File: src/rtl/zstd_pkg.sv
// Shared types and constants for the Zstandard frame sequencer and its helpers.
package zstd_pkg;

  typedef enum logic [1:0] {
    BlkRaw        = 2'd0,
    BlkRle        = 2'd1,
    BlkCompressed = 2'd2,
    BlkReserved   = 2'd3
  } blk_type_e;

  localparam logic [1:0] OwnerSeq = 2'd0;
  localparam logic [1:0] OwnerHdr = 2'd1;
  localparam logic [1:0] OwnerBlk = 2'd2;

  localparam logic [2:0] ErrNone         = 3'd0;
  localparam logic [2:0] ErrReservedType = 3'd1;
  localparam logic [2:0] ErrBlockSize    = 3'd2;
  localparam logic [2:0] ErrProtocol     = 3'd3;

  localparam int unsigned MaxBlockSizeDefault = 131072;

  // Block header field positions within the 24-bit little-endian header
  localparam int unsigned BhLastBit = 0;
  localparam int unsigned BhTypeLsb = 1;
  localparam int unsigned BhSizeLsb = 3;
  localparam int unsigned BhSizeW   = 21;

  localparam int unsigned DescChecksumBit = 2;

endpackage

File: src/rtl/zstd_byte_gatherer.sv
// Collects 3 or 4 little-endian bytes from an optional leftover byte plus 16-bit words,
// reporting the value, completion and any byte left over from the final word.
module zstd_byte_gatherer (
  input  logic        clk,
  input  logic        reset,
  input  logic        active_i,
  input  logic        need4_i,
  input  logic        carry_valid_i,
  input  logic [7:0]  carry_byte_i,
  input  logic [15:0] word_i,
  input  logic        word_fire_i,
  output logic        done_o,
  output logic [31:0] value_o,
  output logic        carry_valid_o,
  output logic [7:0]  carry_byte_o
);

  logic [2:0]  cnt_q, cnt_d;
  logic [31:0] acc_q, acc_d;
  logic        primed_q, primed_d;
  logic [2:0]  need, base_cnt, total;
  logic [31:0] base_acc;

  always_comb begin
    need = need4_i ? 3'd4 : 3'd3;
    // The incoming carry counts as the first byte until the first word lands
    if (primed_q) begin
      base_cnt = cnt_q;
      base_acc = acc_q;
    end else begin
      base_cnt = {2'b00, carry_valid_i};
      base_acc = carry_valid_i ? {24'h0, carry_byte_i} : 32'h0;
    end
    total   = base_cnt + 3'd2;
    value_o = base_acc;
    for (int i = 0; i < 4; i++) begin
      if (3'(i) == base_cnt && 3'(i) < need) value_o[i*8 +: 8] = word_i[15:8];
      if (3'(i) == base_cnt + 3'd1 && 3'(i) < need) value_o[i*8 +: 8] = word_i[7:0];
    end
    done_o        = active_i & word_fire_i & (total >= need);
    carry_valid_o = total > need;
    carry_byte_o  = word_i[7:0];

    cnt_d    = cnt_q;
    acc_d    = acc_q;
    primed_d = primed_q;
    if (!active_i || done_o) begin
      cnt_d    = 3'd0;
      acc_d    = 32'h0;
      primed_d = 1'b0;
    end else if (word_fire_i) begin
      cnt_d    = total;
      acc_d    = value_o;
      primed_d = 1'b1;
    end
  end

  always_ff @(posedge clk) begin
    if (reset) begin
      cnt_q    <= 3'd0;
      acc_q    <= 32'h0;
      primed_q <= 1'b0;
    end else begin
      cnt_q    <= cnt_d;
      acc_q    <= acc_d;
      primed_q <= primed_d;
    end
  end

endmodule

File: src/rtl/zstd_frame_sequencer.sv
// Frame-level controller: walks header, block headers, block payloads and checksum,
// arbitrating the shared input bus and carrying odd leftover bytes between phases.
module zstd_frame_sequencer
  import zstd_pkg::*;
#(
  parameter int unsigned MAX_BLOCK_SIZE = MaxBlockSizeDefault,
  parameter int unsigned COUNT_W        = 16
) (
  input  logic               clk,
  input  logic               reset,
  input  logic               start,
  input  logic [15:0]        in_data,
  input  logic               in_valid,
  output logic               in_ready,
  output logic [1:0]         owner,
  output logic               hdr_start,
  input  logic               hdr_finished,
  input  logic [7:0]         hdr_descriptor,
  input  logic               hdr_tail_valid,
  input  logic [7:0]         hdr_tail_byte,
  output logic               blk_start,
  output logic [1:0]         blk_type,
  output logic [20:0]        blk_size,
  output logic               blk_last,
  output logic               carry_valid,
  output logic [7:0]         carry_byte,
  input  logic               blk_done,
  input  logic               blk_tail_valid,
  input  logic [7:0]         blk_tail_byte,
  output logic [31:0]        checksum,
  output logic               checksum_valid,
  output logic [COUNT_W-1:0] block_count,
  output logic               frame_done,
  output logic               error,
  output logic [2:0]         error_code
);

  typedef enum logic [2:0] {
    StIdle, StHeader, StBlkHdr, StBlock, StChecksum, StDone, StError
  } state_e;

  state_e             state_q, state_d;
  logic [1:0]         owner_q, owner_d;
  logic               hdr_start_q, hdr_start_d;
  logic               blk_start_q, blk_start_d;
  logic [1:0]         blk_type_q, blk_type_d;
  logic [20:0]        blk_size_q, blk_size_d;
  logic               blk_last_q, blk_last_d;
  logic               carry_valid_q, carry_valid_d;
  logic [7:0]         carry_byte_q, carry_byte_d;
  logic [31:0]        checksum_q, checksum_d;
  logic               checksum_valid_q, checksum_valid_d;
  logic [COUNT_W-1:0] block_count_q, block_count_d;
  logic               frame_done_q, frame_done_d;
  logic               error_q, error_d;
  logic [2:0]         error_code_q, error_code_d;
  logic               ck_flag_q, ck_flag_d;

  logic        gather_active, g_done, g_carry_valid;
  logic [31:0] g_value;
  logic [7:0]  g_carry_byte;
  blk_type_e   hdr_type;
  logic [20:0] hdr_size;
  logic        raise;
  logic [2:0]  raise_code;
  logic        unused_desc_bits;

  assign unused_desc_bits = ^{hdr_descriptor[7:3], hdr_descriptor[1:0]};

  assign gather_active = (state_q == StBlkHdr) || (state_q == StChecksum);
  assign in_ready      = gather_active;

  zstd_byte_gatherer u_gatherer (
    .clk           (clk),
    .reset         (reset),
    .active_i      (gather_active),
    .need4_i       (state_q == StChecksum),
    .carry_valid_i (carry_valid_q),
    .carry_byte_i  (carry_byte_q),
    .word_i        (in_data),
    .word_fire_i   (in_valid & in_ready),
    .done_o        (g_done),
    .value_o       (g_value),
    .carry_valid_o (g_carry_valid),
    .carry_byte_o  (g_carry_byte)
  );

  assign hdr_type = blk_type_e'(g_value[BhTypeLsb +: 2]);
  assign hdr_size = g_value[BhSizeLsb +: BhSizeW];

  always_comb begin
    state_d          = state_q;
    owner_d          = owner_q;
    hdr_start_d      = 1'b0;
    blk_start_d      = 1'b0;
    frame_done_d     = 1'b0;
    blk_type_d       = blk_type_q;
    blk_size_d       = blk_size_q;
    blk_last_d       = blk_last_q;
    carry_valid_d    = carry_valid_q;
    carry_byte_d     = carry_byte_q;
    checksum_d       = checksum_q;
    checksum_valid_d = checksum_valid_q;
    block_count_d    = block_count_q;
    error_d          = error_q;
    error_code_d     = error_code_q;
    ck_flag_d        = ck_flag_q;
    raise            = 1'b0;
    raise_code       = ErrNone;

    unique case (state_q)
      StIdle, StDone, StError: begin
        if (start) begin
          hdr_start_d      = 1'b1;
          owner_d          = OwnerHdr;
          carry_valid_d    = 1'b0;
          block_count_d    = '0;
          error_d          = 1'b0;
          error_code_d     = ErrNone;
          checksum_valid_d = 1'b0;
          state_d          = StHeader;
        end
      end
      StHeader: begin
        if (hdr_finished) begin
          ck_flag_d     = hdr_descriptor[DescChecksumBit];
          carry_valid_d = hdr_tail_valid;
          carry_byte_d  = hdr_tail_byte;
          owner_d       = OwnerSeq;
          state_d       = StBlkHdr;
        end
      end
      StBlkHdr: begin
        if (g_done) begin
          carry_valid_d = g_carry_valid;
          carry_byte_d  = g_carry_byte;
          if (hdr_type == BlkReserved) begin
            raise      = 1'b1;
            raise_code = ErrReservedType;
          end else if (hdr_size > 21'(MAX_BLOCK_SIZE)) begin
            raise      = 1'b1;
            raise_code = ErrBlockSize;
          end else begin
            blk_type_d  = hdr_type;
            blk_size_d  = hdr_size;
            blk_last_d  = g_value[BhLastBit];
            blk_start_d = 1'b1;
            owner_d     = OwnerBlk;
            state_d     = StBlock;
            if (block_count_q != '1) block_count_d = block_count_q + COUNT_W'(1);
          end
        end
      end
      StBlock: begin
        if (blk_done) begin
          carry_valid_d = blk_tail_valid;
          carry_byte_d  = blk_tail_byte;
          owner_d       = OwnerSeq;
          if (!blk_last_q) begin
            state_d = StBlkHdr;
          end else if (ck_flag_q) begin
            state_d = StChecksum;
          end else begin
            frame_done_d = 1'b1;
            state_d      = StDone;
          end
        end
      end
      StChecksum: begin
        if (g_done) begin
          checksum_d       = g_value;
          checksum_valid_d = 1'b1;
          carry_valid_d    = g_carry_valid;
          carry_byte_d     = g_carry_byte;
          frame_done_d     = 1'b1;
          state_d          = StDone;
        end
      end
      default: state_d = StIdle;
    endcase

    // A decoder completion can only be legitimate while a block is in flight
    if (blk_done && state_q != StBlock && state_q != StError) begin
      raise      = 1'b1;
      raise_code = ErrProtocol;
    end

    if (raise) begin
      state_d      = StError;
      error_d      = 1'b1;
      error_code_d = raise_code;
      owner_d      = OwnerSeq;
      hdr_start_d  = 1'b0;
      blk_start_d  = 1'b0;
      frame_done_d = 1'b0;
    end
  end

  always_ff @(posedge clk) begin
    if (reset) begin
      state_q          <= StIdle;
      owner_q          <= OwnerSeq;
      hdr_start_q      <= 1'b0;
      blk_start_q      <= 1'b0;
      blk_type_q       <= 2'd0;
      blk_size_q       <= 21'd0;
      blk_last_q       <= 1'b0;
      carry_valid_q    <= 1'b0;
      carry_byte_q     <= 8'h0;
      checksum_q       <= 32'h0;
      checksum_valid_q <= 1'b0;
      block_count_q    <= '0;
      frame_done_q     <= 1'b0;
      error_q          <= 1'b0;
      error_code_q     <= ErrNone;
      ck_flag_q        <= 1'b0;
    end else begin
      state_q          <= state_d;
      owner_q          <= owner_d;
      hdr_start_q      <= hdr_start_d;
      blk_start_q      <= blk_start_d;
      blk_type_q       <= blk_type_d;
      blk_size_q       <= blk_size_d;
      blk_last_q       <= blk_last_d;
      carry_valid_q    <= carry_valid_d;
      carry_byte_q     <= carry_byte_d;
      checksum_q       <= checksum_d;
      checksum_valid_q <= checksum_valid_d;
      block_count_q    <= block_count_d;
      frame_done_q     <= frame_done_d;
      error_q          <= error_d;
      error_code_q     <= error_code_d;
      ck_flag_q        <= ck_flag_d;
    end
  end

  assign owner          = owner_q;
  assign hdr_start      = hdr_start_q;
  assign blk_start      = blk_start_q;
  assign blk_type       = blk_type_q;
  assign blk_size       = blk_size_q;
  assign blk_last       = blk_last_q;
  assign carry_valid    = carry_valid_q;
  assign carry_byte     = carry_byte_q;
  assign checksum       = checksum_q;
  assign checksum_valid = checksum_valid_q;
  assign block_count    = block_count_q;
  assign frame_done     = frame_done_q;
  assign error          = error_q;
  assign error_code     = error_code_q;

endmodule
File: config.mk
export PLATFORM = sky130hd
export DESIGN_NAME = zstd_frame_sequencer
export DESIGN_NICKNAME = d
export VERILOG_FILES = /design/src/rtl/zstd_pkg.sv /design/src/rtl/zstd_byte_gatherer.sv /design/src/rtl/zstd_frame_sequencer.sv
export SDC_FILE = /design/constraint.sdc
export NUM_CORES = 1
export LEC_CHECK = 0
export CAP_MARGIN = 10
export CORE_MARGIN = 2
export CORE_UTILIZATION = 40
export CTS_CLUSTER_DIAMETER = 80
export CTS_CLUSTER_SIZE = 16
export DETAILED_ROUTE_END_ITERATION = 12
export DONT_BUFFER_PORTS = 1
export GPL_ROUTABILITY_DRIVEN = 0
export PLACE_DENSITY = 0.63
export SLEW_MARGIN = 10
export SYNTH_ARGS = -nofsm -noshare
export SYNTH_HDL_FRONTEND = slang
export SYNTH_HIERARCHICAL = 1
export SYNTH_SLANG_ARGS = --single-unit
File: constraint.sdc
create_clock -name clk -period 7.2 [get_ports clk]
set_input_delay 1.44 -clock clk [delete_from_list [all_inputs] [get_ports clk]]
set_output_delay 1.44 -clock clk [all_outputs]
set_load 0.03 [all_outputs]
== Word-level counts from Yosys, hierarchy flattened ==
Cells that the tools add are included.

* Add/subtract/negate cells: 3
* Order comparisons: 7
* Equal/unequal tests: 32
* Mux-type cells: 69
* Bitwise logic cells: 8
* Reduce and logical (&&, ||, !) cells: 40

{| class="wikitable"
|+ Operators with widths
! operator !! number
|-
| 8-bit 2-to-1 mux || 12
|-
| 16-bit 2-to-1 mux || 5
|-
| 3-bit 2-to-1 mux || 15
|-
| 32-bit 2-to-1 mux || 1
|-
| 16-bit case mux with 2 select lines || 1
|-
| 3-bit != test, second input constant || 8
|-
| 8-bit case mux with 3 select lines || 1
|-
| 21-bit by 18-bit greater-than comparator with 1-bit output, second input constant || 1
|-
| 7-bit AND reduction || 3
|-
| 2-bit 2-to-1 mux || 10
|-
| 1-bit 2-to-1 mux || 19
|-
| 16-bit by 1-bit adder with 16-bit output, second input constant || 1
|-
| 16-bit != test, second input constant || 1
|-
| 3-bit case mux with 5 select lines || 1
|-
| 2-bit != test, second input constant || 7
|-
| 2-bit by 3-bit == test with 1-bit output, first input constant || 4
|-
| 1-bit logical AND || 10
|-
| 3-bit == test, second input constant || 3
|-
| 3-bit zero test || 3
|-
| 2-bit case mux with 4 select lines || 1
|-
| 4-bit AND reduction || 2
|-
| 2-bit nonzero test || 4
|-
| 4-bit nonzero test || 2
|-
| 1-bit by 3-bit == test with 1-bit output, first input constant || 2
|-
| other kinds (25) || 42
|}

* Bits in registers: 131
* Input bits: 48
* Output and inout port bits: 92
* Word-level logic and storage cells: 179

== Logic depth before layout (Yosys ltp) ==
Gate-level depths: netlist of run 1.

* Word-level depth: 14
* Depth in mapped cells: 20
* Mapped depth without buffers: 12

== Hierarchy ==
The synthesis of run 1 kept the hierarchy.

{| class="wikitable"
|+ By module, submodules not included
! module !! times used !! cells an instance !! area each (µm²)
|-
| zstd_frame_sequencer || 1 || 531 || 4252.8
|-
| zstd_byte_gatherer || 1 || 387 || 2760.1
|}

== Worst setup path before layout of run 1 ==
OpenSTA, ideal clock, no wires.

* Path type: reg2reg
* From: register u_gatherer.primed_q
* To: register block_count_q[13] (netlist: block_count[13])
* Arrival time: 4005 ps
* Required time: 7130 ps
* Setup slack: 3125 ps
* Stages on the path, launching flop included: 18
* Period minus slack after synthesis: 4075 ps
* Cell sequence: dfxtp_1 -> buf_4 -> clkbuf_1 -> clkbuf_1 -> and3_1 -> ha_1 -> clkbuf_1 -> inv_1 -> o211a_1 -> clkbuf_1 -> nand2_1 -> o21ai_1 -> nor4_1 -> nand4b_4 -> o21a_1 -> buf_2 -> or4_1 -> a21oi_1

* Cells in the longest elaborated chain, start to end: 8

{| class="wikitable"
|+ RTL lines
! item !! RTL line !! RTL
|-
| from (decl) || zstd_byte_gatherer.sv:20 || <nowiki>logic primed_q, primed_d;</nowiki>
|-
| from (signal assigned) || zstd_byte_gatherer.sv:66 || <nowiki>primed_q <= primed_d;</nowiki>
|-
| 3-bit 2-to-1 mux || zstd_byte_gatherer.sv:27 || <nowiki>if (primed_q) begin</nowiki>
|-
| 3-bit by 1-bit adder with 3-bit output / 3-bit zero test (equally long branches) || zstd_byte_gatherer.sv:38, zstd_byte_gatherer.sv:37 ||
|-
| 3-bit zero test / 1-bit logical AND (equally long branches) || zstd_byte_gatherer.sv:38, zstd_byte_gatherer.sv:37 ||
|-
| 1-bit logical AND / 8-bit 2-to-1 mux (equally long branches) || zstd_byte_gatherer.sv:38, zstd_byte_gatherer.sv:37 ||
|-
| 8-bit 2-to-1 mux (*) || zstd_byte_gatherer.sv:38 || <nowiki>if (3'(i) == base_cnt + 3'd1 && 3'(i) < need) value_o[i*8 +: 8] = word_i[7:0];</nowiki>
|-
| via g_value[4] || zstd_frame_sequencer.sv:60 || <nowiki>logic [31:0] g_value;</nowiki>
|-
| 21-bit by 18-bit greater-than comparator with 1-bit output (*) || zstd_frame_sequencer.sv:140 || <nowiki>end else if (hdr_size > 21'(MAX_BLOCK_SIZE)) begin</nowiki>
|-
| 2-bit != test (no source line) (*) || -- ||
|-
| 6-bit AND reduction (no source line) (*) || -- ||
|-
| to (signal assigned) || zstd_frame_sequencer.sv:229 || <nowiki>block_count_q <= block_count_d;</nowiki>
|-
| to (decl) || zstd_frame_sequencer.sv:53 || <nowiki>logic [COUNT_W-1:0] block_count_q, block_count_d;</nowiki>
|}

Mark *: on every way through the listed nets, which the timed path passes. The rest lies on a longest branch.
A chain may end at the register's enable or synchronous reset.

== Worst setup path after layout of run 1 ==
* From: register state_q[2]
* To: register blk_size_q[19] (netlist: blk_size[19])

{| class="wikitable"
|+ RTL lines
! item !! RTL line !! RTL
|-
| from (decl) || zstd_frame_sequencer.sv:42 || <nowiki>state_e state_q, state_d;</nowiki>
|-
| from (signal assigned) || zstd_frame_sequencer.sv:201 || <nowiki>state_q <= StIdle;</nowiki>
|-
| from (signal assigned) || zstd_frame_sequencer.sv:218 || <nowiki>state_q <= state_d;</nowiki>
|-
| 3-bit by 2-bit == test with 1-bit output / 3-bit == test (equally long branches) || zstd_frame_sequencer.sv:70 || <nowiki>assign gather_active = (state_q == StBlkHdr) || (state_q == StChecksum);</nowiki>
|-
| 1-bit logical OR (*) || zstd_frame_sequencer.sv:70 ||
|-
| via in_ready || zstd_frame_sequencer.sv:14 || <nowiki>output logic in_ready,</nowiki>
|-
| 1-bit AND || zstd_frame_sequencer.sv:81 || <nowiki>.word_fire_i (in_valid & in_ready),</nowiki>
|-
| 1-bit AND (*) (2 in a row) || zstd_byte_gatherer.sv:40 || <nowiki>done_o = active_i & word_fire_i & (total >= need);</nowiki>
|-
| via g_done || zstd_frame_sequencer.sv:59 || <nowiki>logic gather_active, g_done, g_carry_valid;</nowiki>
|-
| 4-bit AND reduction (no source line) (*) || -- ||
|-
| to (signal assigned) || zstd_frame_sequencer.sv:223 || <nowiki>blk_size_q <= blk_size_d;</nowiki>
|-
| to (decl) || zstd_frame_sequencer.sv:47 || <nowiki>logic [20:0] blk_size_q, blk_size_d;</nowiki>
|}

Marks and branches as above.

==> reports/metrics.yaml, run 1 <==
cts:
  post_cts_buffers: 0
  cts.sink_count: 130
  clk_pin_slew_ps: 60
  h-tree-depth: 4
  cts_tree: "done"
  post_cts_resize_count: 0
  cts_hold_buf: 0
  clk_latency_ps: 420
  cts_buffer_depth: 2
  root_buffer: "clkbuf_16"
  cts_inserted_buffers: 17
logic_synthesis:
  synth_common_cells: "dfxtp_1, nand2_1, a21oi_1"
  synth_nets: 972
  synth_top_area_share_pct: 37.11
  netlist_top_cells_area: "dfxtp_1, nand2_1, a21oi_1"
  synth_seq_cells: 130
  synthCells: 918
  synthArstFlopShare_pct: 0
  synth_edf_count: 0
  synth_cell_types: 68
  synth_ff_type: "dfxtp_1"
  synth_area_mm2: 0.007013
  synth.largest_area_cell: "dfxtp_1"
  synth_most_common_cell: "dfxtp_1"
  synth_warnings: 6
  yosysSeqAreaShare_pct: 37.11
  avgSynthCellArea_um2: 7.639
power_and_ir_drop:
  p_total_mw: 2.263
  swShare_pct: 36.96
  clkPwrFrac_pct: 36.5
  powerDensity_mw_per_mm2: 300.2
  p_leak_nw: 2.528
  pwr-share-seq_pct: 35.7
  ir_worst_vdd_mv: 0.1858
  netSwitchingPower_mw: 0.8365
  internal_power_mw: 1.426
  pwr-share-comb_pct: 27.8
sta:
  rsz0062_at_grt: "no"
  final_hold_viol_count: 0
  tightest_slew_ps: 1037
  fin_skew_ps: 7.959
  final.setup.tns_ps: 0
  maxSlewHeadroom_pct: 30.63
  finalSetupViolCount: 0
  max_freq_ghz: 0.2027
  finalCriticalPeriod_ps: 4934
  report.final.slew_viol_count: 0
  min_period_over_period_pct: 68.52
final_layout:
  final_layout_size_suffix_gt1_share_pct: 6.415
  area_delta_synth_final_pct: 7.493
  antenna_cells: 0
  nets: 916
  fillCellCount: 1755
setup_path:
  critPathLaunchType: "register"
  crit_top_cell: "nand2_1"
  cpPeakStageDelay_ps: 900
  crit_arrival_ps: 5230
  worstPathMaxFanout: 27
  cp-end-kind: "register"
  required_ps: 7490
  path_cells: "xor2_1, nand2_1, inv_1, and3_1, nor4bb_1, nand2_1, nor2_1, nor3b_1"
  worstSetupPathType: "register to register"
  critPathSlowestCell: "dfxtp_1"
routing:
  wirelength_mm: 21.51
  wl_per_cell_um: 19.59
  via_per_inst: 5.960
  drt_iter0_drc: 541
  first_pass_iters: 5
  drt.antenna.violating_nets: 0
  vias: 6544
  route.detailed.drc: 0
floorplanning:
  initial_core_util_pct: 40.69
  die_w_um: 136.4
  dieArea_mm2: 0.01861
  pin_count: 140
  rows: 48
  dieHeight_um: 136.4
  core_mm2: 0.01724
job:
  maxCapViolCount: 0
grt:
  grt_pass1_vias: 6094
  grt_max_degree: 80
  antenna_found_initial: 0
  grt_use_total_pct: 23.50
  grt_pass1_wl_mm: 33.78
  gr-total-overflow: 0
run_status:
  outcome: "completed"
placed_design:
  portBuffers: 0
  place.detailed.hpwl_mm: 14.84
min_path:
  hp-class: "register to register"
layout make-up:
type	count	area [um2]	area share (%)
flip-flops and latches	130	2603	34.52
clock inverters	11	115.1	1.527
inverters	21	78.83	1.046
well taps	225	281.5	3.734
multi-input cells	683	3953	52.43
repair buffers	9	65.06	0.8631
clock buffers	19	442.9	5.876
cells by family (layout without fill, tap and decap cells):
family | Yosys count | in the layout | share of synthesized area (%)
flip-flops | 130 | 130 | 37.11
multiplexers | 26 | 26 | 3.747
AO/OA/AOI/OAI | 281 | 281 | 25.99
XOR/XNOR | 2 | 2 | 0.2498
other | 1 | 1 | 0.05347
adder cells (fa/ha/maj) | 6 | 6 | 1.070
AND/OR/NAND/NOR | 367 | 367 | 25.21
buffers and inverters | 105 | 60 | 6.566
metal layers:
metal,routed length (um),GRT usage [%],part of all wire [%],vias to the layer above
met3,1931,6.488,9.0,29
li1,-,-,-,3204
met4,544,9.028,2.5,0
met2,9757,36.01,45,239
met1,9273,31.38,43,3072
met5,0,0,0,-
power groups by stage:
stage | registers [mW] | clock network (mW) | logic [mW]
detailed placement | 0.823 | 0 | 0.618
floorplan | 0.800 | 0 | 0.500
finish | 0.808 | 0.827 | 0.628
global route | 0.811 | 0.872 | 0.693
global placement | 0.823 | 0 | 0.615
CTS | 0.808 | 0.842 | 0.620
sequential cells by signal (all words and copies together), names as in the netlist, 2 cells and up:
register / flops
block_count: 16
u_gatherer/acc_q: 32
state_q: 3
blk_size: 21
checksum: 32
owner: 2
blk_type: 2
carry_byte: 8
error_code: 2
u_gatherer/cnt_q: 3
metrics by stage:
| stage | util [%] | hold slack, ps | setup WS [ps] | std cells | cell area [um2] |
|---|---|---|---|---|---|
| global route | 43.74 | 498.6 | 2035 | 1098 | 7538 |
| global placement | 40.47 | 457.8 | 2331 | 1067 | 6975 |
| floorplan | - | 446.6 | 3125 | 918 | 7013 |
| CTS | 43.71 | 477.1 | 2372 | 1097 | 7533 |
| finish | 43.74 | 477.0 | 2266 | 1098 | 7538 |
| detailed placement | 40.47 | 464.1 | 2394 | 1067 | 6975 |
final timing paths:
check                                          start                   end  slack (ps)  cells past startpoint
worst min-delay path            u_gatherer/acc_q[23]  u_gatherer/acc_q[23]         480                      2
worst max register to register            state_q[2]          blk_size[19]        2270                      8
worst min register to register  u_gatherer/acc_q[23]  u_gatherer/acc_q[23]         480                      2
worst max-delay path                      state_q[2]          blk_size[19]        2270                      8
worst max-delay path: cells and delay by family (launching register included):
family / cells / cell delay, ps
xor+xnor: 1 / 870
buf+inv: 1 / 440
flops: 1 / 900
simple gates: 6 / 2580
layout by cell type, fill, tap and decap left out, drive strengths merged, types with 17 or more instances in the layout:
master,count
dfxtp,130
nand2,129
a21oi,92
nor2,78
nand3,68
o21ai,65
mux2i,24
a31oi,22
inv,20
clkbuf,20
a22o,17
a211oi,17
Power figures use the tool's default switching activity.
==> run 2, diff against run 1 <==
==> constraint.sdc (replaced) <==
create_clock -name clk -period 4.95 [get_ports clk]
set_input_delay 0.99 -clock clk [delete_from_list [all_inputs] [get_ports clk]]
set_output_delay 0.99 -clock clk [all_outputs]
set_load 0.03 [all_outputs]
==> reports/metrics.yaml, run 2 (synthesis results as in run 1) <==
final_layout:
  final_layout_size_suffix_gt1_share_pct: 7.995  # +1.6 points
  ff_latch_area_mm2: 0.002603  # unchanged
  multi_input_area_mm2: 0.003959  # +0.16%
  fillCellCount: 1722  # -1.9%
  most-common-layout-cells: "dfxtp_1, nand2_1, a21oi_1, nor2_1, nand3_1"
  nets: 930  # +1.5%
  area_delta_synth_final_pct: 9.438
  stdcell_count: 1113  # +1.4%
  antenna_cells: 0  # unchanged
  final_common_cell: "dfxtp_1"
sta:
  max_freq_ghz: 0.2292  # +13%
  maxSlewHeadroom_pct: 31.18  # +0.55 points
  finalSetupViolCount: 0  # unchanged
  min_period_over_period_pct: 88.16  # +20 points
  tightest_slew_ps: 1032  # -4.677 ps
  finalCriticalPeriod_ps: 4364  # -569.8 ps
  fin_skew_ps: 10.50  # +2.537 ps
  rsz0062_at_grt: "no"
  report.final.slew_viol_count: 0  # unchanged
  final.setup.tns_ps: 0  # unchanged
  final_hold_viol_count: 0  # unchanged
  layout_setup_ws_ps: 586.1  # -1680 ps
floorplanning:
  rows: 48  # unchanged
  dieHeight_um: 136.4  # unchanged
  pin_count: 140  # unchanged
  initial_core_util_pct: 40.69  # unchanged
  die_w_um: 136.4  # unchanged
  dieArea_mm2: 0.01861  # unchanged
  core_mm2: 0.01724  # unchanged
power_and_ir_drop:
  internal_power_mw: 2.146  # +50%
  pwr-share-seq_pct: 34.1  # -1.6 points
  pwr-share-comb_pct: 29.0  # +1.2 points
  clkPwrFrac_pct: 36.8  # +0.3 points
  powerDensity_mw_per_mm2: 441.2  # +47%
  netSwitchingPower_mw: 1.240  # +48%
  p_leak_nw: 2.599  # +2.8%
  ir_worst_vdd_mv: 0.3286  # +77%
  p_total_mw: 3.386  # +50%
  swShare_pct: 36.62  # -0.34 points
grt:
  grt_pass1_wl_mm: 33.40  # -1.1%
  antenna_found_initial: 0  # unchanged
  busiest_layer: "met2"
  grt_use_total_pct: 23.37  # -0.13 points
  gr-usage-met3_pct: 6.040  # -0.45 points
  gr-usage-met1_pct: 32.38  # +0.99 points
  grt_max_degree: 80  # unchanged
  grt_pass1_vias: 5892  # -3.3%
  gr-total-overflow: 0  # unchanged
  met2_usage_pct: 35.37  # -0.64 points
setup_path:
  critPathLaunchType: "register"
  cp-end-kind: "register"
  crit_arrival_ps: 4650  # -580 ps
  worstPathMaxFanout: 22  # -19%
  required_ps: 5240  # -2250 ps
  worstSetupPathType: "register to register"
min_path:
  hp-class: "register to register"
cts:
  h-tree-depth: 4  # unchanged
  post_cts_buffers: 0  # unchanged
  clk_pin_slew_ps: 60  # about the same
  cts_hold_buf: 0  # unchanged
  cts.sink_count: 130  # unchanged
  post_cts_resize_count: 0  # unchanged
  root_buffer: "clkbuf_16"
  cts_tree: "done"
  cts_buffer_depth: 2  # unchanged
  cts_inserted_buffers: 17  # unchanged
  clk_latency_ps: 420  # about the same
routing:
  wl_per_cell_um: 19.59  # about the same
  wirelength_mm: 21.80  # +1.4%
  drt.antenna.violating_nets: 0  # unchanged
  vias: 6650  # +1.6%
  first_pass_iters: 5  # unchanged
  route.detailed.drc: 0  # unchanged
  via_per_inst: 5.975  # +0.25%
  drt_iter0_drc: 645  # +19%
placed_design:
  portBuffers: 0  # unchanged
  pre_cts_ws_ps: 772.0  # -1622 ps
  dp_cells: 1082  # +1.4%
  place.detailed.hpwl_mm: 15.14  # +2.0%
run_status:
  outcome: "completed"
job:
  maxCapViolCount: 0  # unchanged
-- run 2: metal layers --
layer | share of wire (%) | wire, um
met1 | 43 | 9463
met2 | 46 | 9922
met3 | 9.2 | 2008
met4 | 1.9 | 405
met5 | 0 | 0
-- run 2: final timing paths --
path	from	end	slack, ps	cells after the start
max	u_gatherer/primed_q	blk_size[20]	590	10
max reg2reg	u_gatherer/primed_q	blk_size[20]	590	10
min reg2reg	u_gatherer/acc_q[7]	u_gatherer/acc_q[7]	470	2
min	u_gatherer/acc_q[7]	u_gatherer/acc_q[7]	470	2
-- run 2: power groups by stage --
stage	clock [mW]	combinational [mW]	sequential, mW
3_5_place_dp	0	0.969	1.18
3_3_place_gp	0	0.966	1.18
6_report	1.25	0.983	1.16
5_1_grt	1.31	1.07	1.16
2_1_floorplan	0	0.728	1.16
4_1_cts	1.27	0.972	1.16
-- run 2: worst max-delay path: stages, from the launching register on --
cell      delay, ps
dfxtp_1         490
nor2b_1         760
a21oi_1         130
ha_1            340
nor2b_1          50
o21ai_1         260
and3_1          380
nor4bb_1        600
nand2_1         600
nor2_1          510
nor3b_1          90
-- run 2: final cells by class --
| class | count | area share (%) |
|---|---|---|
| multi-input combinational | 683 | 51.58 |
| sequential | 130 | 33.91 |
| clock buffer | 22 | 6.179 |
| tap | 225 | 3.668 |
| timing repair buffer | 23 | 2.250 |
| clock inverter | 9 | 1.386 |
| inverter | 21 | 1.027 |
-- run 2: through the flow --
stage,util [%],hold WS [ps],area [um2]
5_1_grt,44.53,500.6,7675
6_report,44.53,469.6,7675
3_5_place_dp,41.12,462.9,7088
3_3_place_gp,41.12,462.6,7088
4_1_cts,44.49,470.7,7669
2_1_floorplan,-,446.6,7013
